<file path="config.mk">
export PLATFORM = sky130hd
export DESIGN_NAME = fifo_anyrw
export DESIGN_NICKNAME = d
export VERILOG_FILES = /design/src/rtl/fifo_pkg.sv /design/src/rtl/fifo_anyrw_wrapadd.sv /design/src/rtl/fifo_anyrw.sv
export SDC_FILE = /design/constraint.sdc
export NUM_CORES = 1
export LEC_CHECK = 0
export CORE_ASPECT_RATIO = 1.75
export CORE_MARGIN = 8
export CORE_UTILIZATION = 35
export DETAILED_ROUTE_END_ITERATION = 12
export PLACE_DENSITY_LB_ADDON = 0.12
export SLEW_MARGIN = 20
export SYNTH_ARGS = -nofsm -noshare
export SYNTH_HDL_FRONTEND = slang
export SYNTH_SLANG_ARGS = --single-unit
</file>
<file path="constraint.sdc">
create_clock -name clk_i -period 5.4 [get_ports clk_i]
set_clock_uncertainty 0.2 [all_clocks]
set_input_delay 1.08 -clock clk_i [delete_from_list [all_inputs] [get_ports clk_i]]
set_output_delay 1.08 -clock clk_i [all_outputs]
set_load 0.01 [all_outputs]
</file>
<file path="src/rtl/fifo_pkg.sv">
// Shared helpers for the variable-count FIFOs: count/pointer width derivation,
// saturating minimum and modulo-depth pointer addition.
package fifo_pkg;

   localparam int unsigned DEF_WORD_WIDTH         = 8;
   localparam int unsigned DEF_WORD_CNT_PER_WRITE = 4;
   localparam int unsigned DEF_WORD_CNT_PER_READ  = 4;
   localparam int unsigned DEF_WORD_FIFO_DEPTH    = 12;

   // Bits needed to hold a count in 0..n.
   function automatic int unsigned cnt_width(input int unsigned n);
      return unsigned'($clog2(n + 1));
   endfunction

   // Bits needed to hold a pointer in 0..depth-1 (at least one bit).
   function automatic int unsigned ptr_width(input int unsigned depth);
      return (depth > 1) ? unsigned'($clog2(depth)) : 1;
   endfunction

   function automatic int unsigned min_u(input int unsigned a, input int unsigned b);
      return (a < b) ? a : b;
   endfunction

   // Single conditional subtract is enough because n never exceeds depth.
   function automatic int unsigned wrap_add(input int unsigned ptr, input int unsigned n,
                                            input int unsigned depth);
      int unsigned s;
      s = ptr + n;
      return (s >= depth) ? s - depth : s;
   endfunction

endpackage

</file>
<file path="src/rtl/fifo_anyrw_wrapadd.sv">
// Modulo-DEPTH pointer adder; works for any depth, not just powers of two.
module fifo_anyrw_wrapadd
   import fifo_pkg::*;
#(
   parameter int unsigned DEPTH     = 12,
   parameter int unsigned PTR_WIDTH = 4,
   parameter int unsigned N_WIDTH   = 3
) (
   input  logic [PTR_WIDTH-1:0] ptr,
   input  logic [N_WIDTH-1:0]   n,
   output logic [PTR_WIDTH-1:0] sum
);

   // ptr + n folded back into 0..DEPTH-1
   assign sum = PTR_WIDTH'(wrap_add(32'(ptr), 32'(n), DEPTH));

endmodule

</file>
<file path="src/rtl/fifo_anyrw.sv">
// Multi-word FIFO with variable-count push and pop per cycle. Transfers are
// clamped to available space/data from the registered level only, so a pop
// never frees space for a same-cycle push and a push is never readable in
// the cycle it is written. Head words are presented fall-through on data_o.
module fifo_anyrw
   import fifo_pkg::*;
#(
   parameter int unsigned WORD_WIDTH         = DEF_WORD_WIDTH,
   parameter int unsigned WORD_CNT_PER_WRITE = DEF_WORD_CNT_PER_WRITE,
   parameter int unsigned WORD_CNT_PER_READ  = DEF_WORD_CNT_PER_READ,
   parameter int unsigned WORD_FIFO_DEPTH    = DEF_WORD_FIFO_DEPTH,
   parameter int unsigned ALMOST_FULL_LVL    = WORD_FIFO_DEPTH - WORD_CNT_PER_WRITE,
   parameter int unsigned ALMOST_EMPTY_LVL   = WORD_CNT_PER_READ,
   localparam int unsigned WRITE_WIDTH       = cnt_width(WORD_CNT_PER_WRITE),
   localparam int unsigned READ_WIDTH        = cnt_width(WORD_CNT_PER_READ),
   localparam int unsigned LEVEL_WIDTH       = cnt_width(WORD_FIFO_DEPTH)
) (
   input  logic                                            clk_i,
   input  logic                                            rst_i,
   input  logic                                            flush_i,
   input  logic [WRITE_WIDTH-1:0]                          write_i,
   input  logic [WORD_CNT_PER_WRITE-1:0][WORD_WIDTH-1:0]   data_i,
   output logic [WRITE_WIDTH-1:0]                          wr_space_o,
   output logic [WRITE_WIDTH-1:0]                          wr_accepted_o,
   input  logic [READ_WIDTH-1:0]                           read_i,
   output logic [WORD_CNT_PER_READ-1:0][WORD_WIDTH-1:0]    data_o,
   output logic [READ_WIDTH-1:0]                           rd_avail_o,
   output logic [READ_WIDTH-1:0]                           rd_granted_o,
   output logic [LEVEL_WIDTH-1:0]                          level_o,
   output logic                                            almost_full_o,
   output logic                                            almost_empty_o
);

   localparam int unsigned PTR_WIDTH = ptr_width(WORD_FIFO_DEPTH);

   logic [WORD_WIDTH-1:0]         mem [WORD_FIFO_DEPTH];
   logic [LEVEL_WIDTH-1:0]        level;
   logic [LEVEL_WIDTH-1:0]        free;
   logic [PTR_WIDTH-1:0]          wr_ptr;
   logic [PTR_WIDTH-1:0]          rd_ptr;
   logic [PTR_WIDTH-1:0]          wr_ptr_nxt;
   logic [PTR_WIDTH-1:0]          rd_ptr_nxt;
   logic [PTR_WIDTH-1:0]          wr_addr [WORD_CNT_PER_WRITE];
   logic [PTR_WIDTH-1:0]          rd_addr [WORD_CNT_PER_READ];
   logic [WORD_CNT_PER_WRITE-1:0] lane_we;
   logic                          clear;

   // Reset behaves exactly like a flush, including zeroing this cycle's counts.
   assign clear = rst_i | flush_i;
   assign free  = LEVEL_WIDTH'(WORD_FIFO_DEPTH) - level;

   assign wr_space_o    = WRITE_WIDTH'(min_u(32'(free), WORD_CNT_PER_WRITE));
   assign rd_avail_o    = READ_WIDTH'(min_u(32'(level), WORD_CNT_PER_READ));
   assign wr_accepted_o = clear ? '0 :
      WRITE_WIDTH'(min_u(min_u(32'(write_i), WORD_CNT_PER_WRITE), 32'(free)));
   assign rd_granted_o  = clear ? '0 :
      READ_WIDTH'(min_u(min_u(32'(read_i), WORD_CNT_PER_READ), 32'(level)));

   assign level_o        = level;
   assign almost_full_o  = 32'(level) >= ALMOST_FULL_LVL;
   assign almost_empty_o = 32'(level) <= ALMOST_EMPTY_LVL;

   // Per write lane: target address and enable from the accepted count.
   for (genvar i = 0; i < WORD_CNT_PER_WRITE; i++) begin : g_wr_lane
      fifo_anyrw_wrapadd #(
         .DEPTH     (WORD_FIFO_DEPTH),
         .PTR_WIDTH (PTR_WIDTH),
         .N_WIDTH   (PTR_WIDTH)
      ) u_wr_addr (
         .ptr (wr_ptr),
         .n   (PTR_WIDTH'(i)),
         .sum (wr_addr[i])
      );
      assign lane_we[i] = 32'(wr_accepted_o) > 32'(i);
   end

   // Per read lane: fall-through view of the head words.
   for (genvar i = 0; i < WORD_CNT_PER_READ; i++) begin : g_rd_lane
      fifo_anyrw_wrapadd #(
         .DEPTH     (WORD_FIFO_DEPTH),
         .PTR_WIDTH (PTR_WIDTH),
         .N_WIDTH   (PTR_WIDTH)
      ) u_rd_addr (
         .ptr (rd_ptr),
         .n   (PTR_WIDTH'(i)),
         .sum (rd_addr[i])
      );
      assign data_o[i] = mem[rd_addr[i]];
   end

   fifo_anyrw_wrapadd #(
      .DEPTH     (WORD_FIFO_DEPTH),
      .PTR_WIDTH (PTR_WIDTH),
      .N_WIDTH   (WRITE_WIDTH)
   ) u_wr_ptr_nxt (
      .ptr (wr_ptr),
      .n   (wr_accepted_o),
      .sum (wr_ptr_nxt)
   );

   fifo_anyrw_wrapadd #(
      .DEPTH     (WORD_FIFO_DEPTH),
      .PTR_WIDTH (PTR_WIDTH),
      .N_WIDTH   (READ_WIDTH)
   ) u_rd_ptr_nxt (
      .ptr (rd_ptr),
      .n   (rd_granted_o),
      .sum (rd_ptr_nxt)
   );

   // Level and pointers; push and pop apply together, clear wins over both.
   always_ff @(posedge clk_i) begin
      if (clear) begin
         level  <= '0;
         wr_ptr <= '0;
         rd_ptr <= '0;
      end else begin
         level  <= level + LEVEL_WIDTH'(wr_accepted_o) - LEVEL_WIDTH'(rd_granted_o);
         wr_ptr <= wr_ptr_nxt;
         rd_ptr <= rd_ptr_nxt;
      end
   end

   // Word storage, no reset; enables are already zero while clearing.
   always_ff @(posedge clk_i) begin
      for (int i = 0; i < int'(WORD_CNT_PER_WRITE); i++) begin
         if (lane_we[i]) mem[wr_addr[i]] <= data_i[i];
      end
   end

endmodule

</file>
# Word-level counts from Yosys, hierarchy flattened
# Memory sizes are Yosys's and may differ from the RTL's.
# Cells that the tools add are included.
dict set report word_totals {
  regBits 12
  ram_bits 96
  n_memories 1
  out_inout_bits 50
  in_bits 41
}
# memory words word_bits rd rd_clocked_by_memory_dff write_ports line_no
set mem_list {}
lappend mem_list {mem 12 8 4 0 4 fifo_anyrw.sv:36} ;# logic [WORD_WIDTH-1:0] mem [WORD_FIFO_DEPTH];
dict set report op_classes {
  bitwise 1
  muxes 26
  add_sub_neg 21
  order_cmp 22
}
# cell count
set ops {}
lappend ops {{5-bit by 4-bit greater-or-equal comparator with 1-bit output, second input constant} 8}
lappend ops {{4-bit two-way mux} 10}
lappend ops {{4-bit subtractor, second input constant} 10}
lappend ops {{3-bit two-way mux} 8}
lappend ops {{4-bit by 2-bit adder with 5-bit output, second input constant} 4}
lappend ops {{4-bit greater-or-equal comparator, second input constant} 3}
lappend ops {{4-bit by 1-bit adder with 5-bit output, second input constant} 2}
lappend ops {{4-bit by 3-bit adder with 5-bit output} 2}
lappend ops {{3-bit by 4-bit less-than comparator with 1-bit output} 2}
lappend ops {{4-bit by 3-bit less-than comparator with 1-bit output, second input constant} 2}
lappend ops {{1-bit two-way mux} 8}
lappend ops {{3-bit by 1-bit > comparator with 1-bit output, second input constant} 2}
lappend ops {{3-bit by 2-bit > comparator with 1-bit output, second input constant} 2}
lappend ops {{3-bit less-than comparator, second input constant} 2}
lappend ops {{4-bit by 3-bit adder with 4-bit output} 1}
lappend ops {{4-bit by 3-bit less-or-equal comparator with 1-bit output, second input constant} 1}
lappend ops {{4-bit by 3-bit subtractor with 4-bit output} 1}
lappend ops {{4-bit subtractor, first input constant} 1}
lappend ops {{1-bit OR} 1}

# Logic depth before layout (Yosys ltp)
# Gate-level depths: netlist of the first run.
dict set report depth {
  word_depth 8
  depth_mapped 21
  mapped_depth_nobuf 21
}

# By module
# A second synthesis of the first run with hierarchy kept.
dict set report unflattened {
  hier_cells 1141
  area_unflattened_um2 12385.6
}
# module cells_per_inst area_each_um2 seq_area_each_um2 n_inst
set by_module_without_submodules {}
lappend by_module_without_submodules {fifo_anyrw 903 10448.8 3123.0 1}
lappend by_module_without_submodules {{fifo_anyrw_wrapadd at g_rd_lane[3].u_rd_addr ...} 24 196.4 0.0 5}
lappend by_module_without_submodules {{fifo_anyrw_wrapadd at g_rd_lane[0].u_rd_addr ...} 24 198.9 0.0 3}
lappend by_module_without_submodules {{fifo_anyrw_wrapadd at u_rd_ptr_nxt ...} 23 178.9 0.0 2}

# Worst setup path after synthesis of the first run
# No wires, ideal clock.
dict set report synth_path {
  path_kind {register to output}
  start {register rd_ptr[1]}
  end {output port data_o[16] (netlist bit)}
  n_path_buf 4
  setup_slack_ns 0.277
  path_stages_with_launch 14
  arrival_time_ns 3.843
  t_required_ns 4.120
  path_cell_list {dfxtp_1 > clkbuf_1 > buf_1 > clkbuf_1 > inv_1 > ha_1 > inv_1 > ha_1 > a22o_1 > nor3_1 > a21o_1 > clkbuf_1 > mux4_2 > mux4_2}
}
# element line_no
set synth_lines {}
lappend synth_lines {{start, declared} fifo_anyrw.sv:40} ;# logic [PTR_WIDTH-1:0] rd_ptr;
lappend synth_lines {{start signal, assigned} fifo_anyrw.sv:120} ;# rd_ptr <= rd_ptr_nxt;
lappend synth_lines {{end, declared} fifo_anyrw.sv:26} ;# output logic [WORD_CNT_PER_READ-1:0][WORD_WIDTH-1:0] data_o,

==> results.toml, run 1 <==
[floorplan]
dieArea_um2 = 38400
row_count = 87
ios = 91
die_h_um = 253
coreArea_um2 = 32000
start_util = 0.352
die_w_um = 152

[clocking]
hold_buffers = 0
cts.clk_slew.worst_paths_ns = 0.08
cts_buffer_depth = 2
htreeDepth = 3
cts_tree = "built"
clkLatencyLatePin_ns = 0.37
post_cts_buffers = 0
numCtsBuffers = 9
cts_resized = 0
root_buffer = "clkbuf_16"
cts_sinks = 108

[critical_path]
worstRegToRegCells = 19
r2r-start = "level_o[1]"
cp-end-kind = "primary output"
crit_type = "reg2out"
crit_path_max_fanout = 35
critical_path_required_ns = 4.12
rrSetupSlack_ns = 0.85
worstReg2RegEnd = "wr_ptr[3]"
cp.arrival_ns = 3.91
start_kind = "flop"

[place]
io_buffers = 90
dp_hpwl_um = 37500
routabilityCongestion = 0.969

[layout]
syn_to_final_growth_pct = 16.2
fillers = 3194
nets = 1307
final_cell_mix = "mux2i_1, nand2_1, edfxtp_1, clkdlybuf4s50_1, nor2_1"
post-route-util = 0.409
drive_above_1_share = 0.179
final_common_cell = "mux2i_1"
diodes = 0

[pwr]
p_leak_nw = 4.72
totalPowerFinal_mw = 2.42
p_per_area_nw_per_um2 = 185
peakVddDrop_mv = 0.125

[sta]
max_slew_margin = 0.317
fmax_mhz = 193
rsz0062_at_grt = "yes"
hold_violations = 0
fin_crit_sh = 0.962
worstMarginPinSlew_ns = 1.02
setup_violations = 0
slew_violations = 0
period_needed_ns = 5.19

[yosys]
ys_types = 73
synth_edf_count = 96
synth_warnings = 0
synth-seq-cells = 108
synthCells = 1169
synth_area_um2 = 11300
ys_async_sr_fraction = 0
syn_nets = 1249
seq_area_frac_synth = 0.277
synth_ff_type = "edfxtp_1"
synth_area_per_cell_um2 = 9.64

[routing]
drc_errors = 0
drt-initial-drc-count = 848
wl_um = 48800
wl_per_cell_um = 29.9
route.vias.total = 10663
avgViaCountPerCell = 6.53
drt_pass1_iterations = 5
postRouteAntennaNets = 0

[worst_hold_path]
hold_class = "reg2reg"
whs_path_depth = 3
hold_path_end = "wr_ptr[1]"
min_from = "wr_ptr[1]"

[grt]
grt_max_degree = 72
grt_usage = 0.254
grt_pass1_vias = 10342
antenna_found_initial = 0
grt_overflow = 0
grt_pass1_wl_um = 71000

[run]
drv_cap = 0

[status]
run_status = "finished, final reports clean"
## per-stage QoR
stage | instances | TNS (ns) | area, um2 | setup slack, ns | hold slack (ns)
finish | 1632 | 0 | 13100 | 0.206 | 0.604
CTS | 1631 | 0 | 13100 | 0.0309 | 0.623
floorplan | 1169 | 0 | 11300 | 0.277 | 0.464
global placement | 1615 | 0 | 12700 | 0.254 | 0.604
detailed placement | 1615 | 0 | 12700 | 0.186 | 0.611
global route | 1632 | -0.0435 | 13100 | -0.0192 | 0.665
## worst max path at each step
stage	end	slack, ns	depth (start not counted)	start
floorplan	data_o[16]	0.28	13	rd_ptr[1]
finish	data_o[15]	0.21	12	rd_ptr[1]
global placement	wr_ptr[3]	0.25	16	write_i[1]
global route	data_o[8]	-0.02	12	rd_ptr[1]
CTS	data_o[31]	0.03	12	rd_ptr[1]
detailed placement	wr_ptr[3]	0.19	16	write_i[1]
## layer usage
metal	track usage	vias up	wire length, um
li1	-	4744	-
met1	0.284	5220	17300
met2	0.442	555	24900
met3	0.0340	144	3110
met4	0.164	0	3540
met5	0	-	0
## final cells by class
type                       instances  area [um2]  share of cell area
multi-input combinational        910        7570               0.578
timing repair buffer             158        1420               0.108
sequential                       108        3130               0.239
clock inverter                     7         103             0.00784
inverter                          40         150              0.0115
clock buffer                       9         225              0.0172
tap                              400         500              0.0382
## kinds of logic after synthesis
logic type	synth area share
simple gates	0.142
compound gates	0.224
mux	0.242
buf+inv	0.0546
flops	0.277
fa+ha+maj	0.0467
xor+xnor	0.0140
## synth_stat cells (21+ instances only)
| master | instances | area (um2) |
|---|---|---|
| mux2_2 | 32 | 360 |
| o32ai_1 | 32 | 280 |
| mux4_2 | 56 | 1260 |
| ha_1 | 34 | 425 |
| a21oi_1 | 56 | 280 |
| edfxtp_1 | 96 | 2880 |
| nor2_1 | 81 | 304 |
| nor3_1 | 60 | 300 |
| inv_1 | 32 | 120 |
| mux2i_1 | 110 | 1100 |
| a221oi_1 | 62 | 543 |
| a22oi_1 | 21 | 158 |
| clkbuf_1 | 76 | 285 |
| nand2_1 | 108 | 405 |
## worst max-delay path: stages (launching register included)
cell,delay [ns]
dfxtp_1,0.46
buf_8,0.30
ha_1,0.24
xor2_1,0.13
ha_1,0.22
a22oi_1,0.29
nand3_1,0.19
mux2i_2,0.17
buf_4,0.32
mux4_2,0.24
nand2_1,0.05
a32oi_1,0.27
clkdlybuf4s50_1,0.65
## where the power goes
| group | switching (mW) | internal (mW) | total (mW) |
|---|---|---|---|
| clock network | 0.355 | 0.378 | 0.733 |
| logic | 0.412 | 0.306 | 0.718 |
| registers | 0.0347 | 0.938 | 0.973 |
| total | 0.802 | 1.62 | 2.42 |
## state kept, by name, indices dropped and copies added (netlist names)
name	cells
rd_ptr	4
wr_ptr	4
mem	96
level_o	4
(Power assumes the default switching activity.)
==> run 2, diff against run 1 <==
==> constraint.sdc (replaced) <==
create_clock -name clk_i -period 5.6 [get_ports clk_i]
set_clock_uncertainty 0.2 [all_clocks]
set_input_delay 1.12 -clock clk_i [delete_from_list [all_inputs] [get_ports clk_i]]
set_output_delay 1.12 -clock clk_i [all_outputs]
set_load 0.01 [all_outputs]
==> results.toml, run 2 (synthesis gave the netlist of run 1 again) <==
[sta]
period_needed_ns = 5.29
setup_violations = 0
slew_violations = 0
fin_tns_setup_ns = 0
fin_crit_sh = 0.945
worstMarginPinSlew_ns = 1.08
hold_violations = 0
fmax_mhz = 189
max_slew_margin = 0.281
rsz0062_at_grt = "no"

[clocking]
numCtsBuffers = 9
cts_sinks = 108
htreeDepth = 3
hold_buffers = 0
cts_buffer_depth = 2
cts.clk_slew.worst_paths_ns = 0.08
clkLatencyLatePin_ns = 0.37
cts_tree = "built"
root_buffer = "clkbuf_16"

[place]
dp_hpwl_um = 37200
io_buffers = 90
routabilityCongestion = 0.953
postPlaceCellArea_um2 = 12700

[floorplan]
dieArea_um2 = 38400
start_util = 0.352
die_h_um = 253
coreArea_um2 = 32000
die_w_um = 152
ios = 91
row_count = 87

[pwr]
comb_power_share = 0.303
pwr-share-seq = 0.409
p_int_mw = 1.53
peakVddDrop_mv = 0.127
totalPowerFinal_mw = 2.30
p_per_area_nw_per_um2 = 176
clkPwrFrac = 0.288
switching_share = 0.335
p_switching_mw = 0.769
p_leak_nw = 4.70

[layout]
nets = 1303
fillers = 3241
syn_to_final_growth_pct = 15.9
final_cell_mix = "mux2i_1, nand2_1, edfxtp_1, clkdlybuf4s50_1, nor2_1"
design_area_um2 = 13100
diodes = 0
drive_above_1_share = 0.174
seq_area_um2 = 3130
final_common_cell = "mux2i_1"
multi_input_area_um2 = 7570
largest_reg_flops = 96

[critical_path]
cp.arrival_ns = 3.97
crit_type = "reg2out"
crit_path_max_fanout = 16
critical_path_required_ns = 4.28
start_kind = "flop"
cp-end-kind = "primary output"
worstRegToRegCells = 19

[routing]
avgViaCountPerCell = 6.46
postRouteAntennaNets = 0
wl_um = 47800
route.vias.total = 10521
drt_pass1_iterations = 5
wl_per_cell_um = 29.4
drc_errors = 0
drt-initial-drc-count = 860

[grt]
grt_usage = 0.249
grt_pass1_wl_um = 69700
grt_max_degree = 74
antenna_found_initial = 0
grt_overflow = 0
grt_pass1_vias = 10277

[worst_hold_path]
whs_path_depth = 3
hold_class = "reg2reg"

[status]
run_status = "finished, final reports clean"

[run]
drv_cap = 0
==> run 2: final timing paths <==
kind                   start  slack [ns]         end
setup reg to reg  level_o[0]        0.89   wr_ptr[3]
setup / recovery   rd_ptr[1]        0.31  data_o[24]
hold reg to reg    rd_ptr[3]        0.60   rd_ptr[3]
hold / removal     rd_ptr[3]        0.60   rd_ptr[3]
==> run 2: repair_timing <==
item                       CTS  global route
resized for setup            0             1
setup buffers                0             0
setup endpoints to repair    0             1
==> run 2: power groups by stage <==
stage	logic [mW]	registers [mW]	clock network [mW]
6_report	0.696	0.940	0.662
5_1_grt	0.741	0.943	0.701
4_1_cts	0.691	0.939	0.672
3_5_place_dp	0.689	0.958	0
3_3_place_gp	0.688	0.957	0
2_1_floorplan	0.411	0.939	0
==> run 2: metal layers <==
| metal | vias to the layer above | GRT usage | routed length [um] |
|---|---|---|---|
| met3 | 155 | 0.0313 | 2760 |
| met4 | 0 | 0.192 | 4060 |
| li1 | 4738 | - | - |
| met1 | 5132 | 0.270 | 17100 |
| met5 | - | 0 | 0 |
| met2 | 496 | 0.428 | 23900 |
==> run 2: worst max-delay path, stage by stage, from the launching register on <==
cell and delay, ns:
dfxtp_1 0.38, inv_1 0.15, ha_1 0.24, a21oi_1 0.17, xnor2_1 0.12, ha_1 0.23, a21o_1 0.22, a21oi_1 0.22
o31a_1 0.75, a211oi_1 0.12, nor3_1 0.28, o32ai_1 0.17, clkdlybuf4s50_1 0.56
==> run 2: metrics by stage <==
step | util | setup WS [ns] | cells | hold WS, ns
floorplan | - | 0.437 | 1169 | 0.464
global placement | 0.398 | 0.375 | 1611 | 0.600
detailed placement | 0.398 | 0.265 | 1612 | 0.601
CTS | 0.408 | 0.163 | 1628 | 0.614
global route | 0.408 | 0.0498 | 1628 | 0.662
finish | 0.408 | 0.306 | 1628 | 0.603
==> run 2: layout make-up <==
class | count | share of cell area
Clock inverter | 7 | 0.00661
Multi-Input combinational cell | 910 | 0.580
Timing Repair Buffer | 154 | 0.107
Tap cell | 400 | 0.0383
Clock buffer | 9 | 0.0172
Sequential cell | 108 | 0.239
Inverter | 40 | 0.0115
==> run 3, diff against run 2 <==
==> constraint.sdc (replaced) <==
create_clock -name clk_i -period 5.6 [get_ports clk_i]
set_clock_uncertainty 0.2 [all_clocks]
set_input_delay 1.12 -clock clk_i [delete_from_list [all_inputs] [get_ports clk_i]]
set_output_delay 1.12 -clock clk_i [all_outputs]
set_load 0.005 [all_outputs]
==> results.toml, run 3 (synthesis gave the netlist of run 1 again) <==
[critical_path]
cp-end-kind = "primary output"
cp_slowest_cell = "clkdlybuf4s50_1"
critical_path_required_ns = 4.28
crit_type = "in2out"
crit_path_max_fanout = 8
cpPeakStageDelay_ns = 0.63
cp.arrival_ns = 3.96
crit_chain = "clkdlybuf4s50_1 > nor2b_1 > ha_1 > nand2b_1 > o221ai_1 > a21oi_2 > a21o_1 > or2_2 > inv_1 > clkdlybuf4s50_1"
start_kind = "primary input"
critPathMostFrequentCell = "clkdlybuf4s50_1"

[clocking]
hold_buffers = 0
numCtsBuffers = 9
clkLatencyLatePin_ns = 0.37
cts_resized = 0
root_buffer = "clkbuf_16"
cts.clk_slew.worst_paths_ns = 0.08
cts_buffer_depth = 2
cts_tree = "built"
post_cts_buffers = 0
htreeDepth = 3
cts_sinks = 108

[layout]
largest_reg_flops = 96
diodes = 0
fin_cells = 1626
post-route-util = 0.407
nets = 1301
final_cell_mix = "mux2i_1, nand2_1, edfxtp_1, clkdlybuf4s50_1, nor2_1"
drive_above_1_share = 0.172
syn_to_final_growth_pct = 15.5
final_common_cell = "mux2i_1"

[sta]
fin_tns_setup_ns = 0
worstMarginPinSlew_ns = 1.11
rsz0062_at_grt = "no"
fmax_mhz = 190
slew_violations = 0
max_slew_margin = 0.254
setup_violations = 0
fin_ws_ns = 0.323
hold_violations = 0
period_needed_ns = 5.28
fin_crit_sh = 0.942

[floorplan]
coreArea_um2 = 32000
start_util = 0.352
die_h_um = 253
row_count = 87
die_w_um = 152
ios = 91
dieArea_um2 = 38400

[grt]
grt_overflow = 0
grt_usage = 0.251
grt_max_degree = 66
grt_pass1_vias = 10179
antenna_found_initial = 0
grt_pass1_wl_um = 70200

[pwr]
peakVddDrop_mv = 0.139
clkPwrFrac = 0.292
p_leak_nw = 4.67
p_per_area_nw_per_um2 = 175
comb_power_share = 0.296
pwr-share-seq = 0.412
p_switching_mw = 0.762
switching_share = 0.334
p_int_mw = 1.52

[routing]
drt-initial-drc-count = 887
drc_errors = 0
wl_um = 48200
avgViaCountPerCell = 6.54
postRouteAntennaNets = 0
drt_pass1_iterations = 6
wl_per_cell_um = 29.7
route.vias.total = 10642

[place]
io_buffers = 90
routabilityCongestion = 0.956
post-place-cells = 1610
dp_hpwl_um = 37500
dp_slack_ns = 0.302

[run]
drv_cap = 0

[worst_hold_path]
hold_class = "reg2reg"

[status]
run_status = "finished, final reports clean"
==> run 3: cell types whose count changed in the layout (fill, tap and decap cells not counted) <==
cell	before	now
clkinv_8	2	0
inv_8	1	3
buf_12	1	0
buf_6	1	0
clkinv_4	2	1
clkinvlp_4	0	1
o2111ai_1	6	7
o2111ai_2	1	0
==> run 3: power groups by stage <==
stage	Sequential (mW)	Combinational, mW	Clock (mW)
after floorplan	0.937	0.397	0
after global placement	0.957	0.663	0
after detailed placement	0.959	0.666	0
after CTS	0.940	0.668	0.673
after global routing	0.944	0.716	0.701
final	0.940	0.675	0.665
==> run 3: final cells by class <==
cell class / count / area, um2
timing repair buffer: 152 / 1370
sequential: 108 / 3130
clock inverter: 7 / 75.1
tap: 400 / 500
clock buffer: 9 / 225
multi-input combinational: 910 / 7570
inverter: 40 / 150
fill: 3194 / 19000
==> run 3: per-layer routing <==
metal	global-route usage	vias to the layer above	wire length (um)
met3	0.0349	158	3220
met2	0.428	556	24100
li1	-	4742	-
met5	0	-	0
met1	0.279	5186	17200
met4	0.181	0	3730
==> run 3: through the flow <==
stage	hold WS (ns)	area (um2)	power, mW
2_1_floorplan	0.464	11300	1.33
4_1_cts	0.636	13000	2.28
3_5_place_dp	0.624	12700	1.62
5_1_grt	0.708	13000	2.36
3_3_place_gp	0.603	12700	1.62
6_report	0.617	13000	2.28
==> run 3: worst paths after layout <==
kind                    from  cells past startpoint                to  slack (ns)
setup / recovery  write_i[2]                     10  wr_accepted_o[2]        0.32
hold / removal     rd_ptr[3]                      3         rd_ptr[3]        0.62
setup reg to reg  level_o[0]                     19         wr_ptr[3]        0.94
hold reg to reg    rd_ptr[3]                      3         rd_ptr[3]        0.62
==> run 3: critical path: cells and delay by family <==
family / cells / cell delay (ns)
AO/OA/AOI/OAI: 3 / 0.77
adder cells (fa/ha/maj): 1 / 0.24
AND/OR/NAND/NOR: 3 / 0.60
buffers and inverters: 3 / 1.22
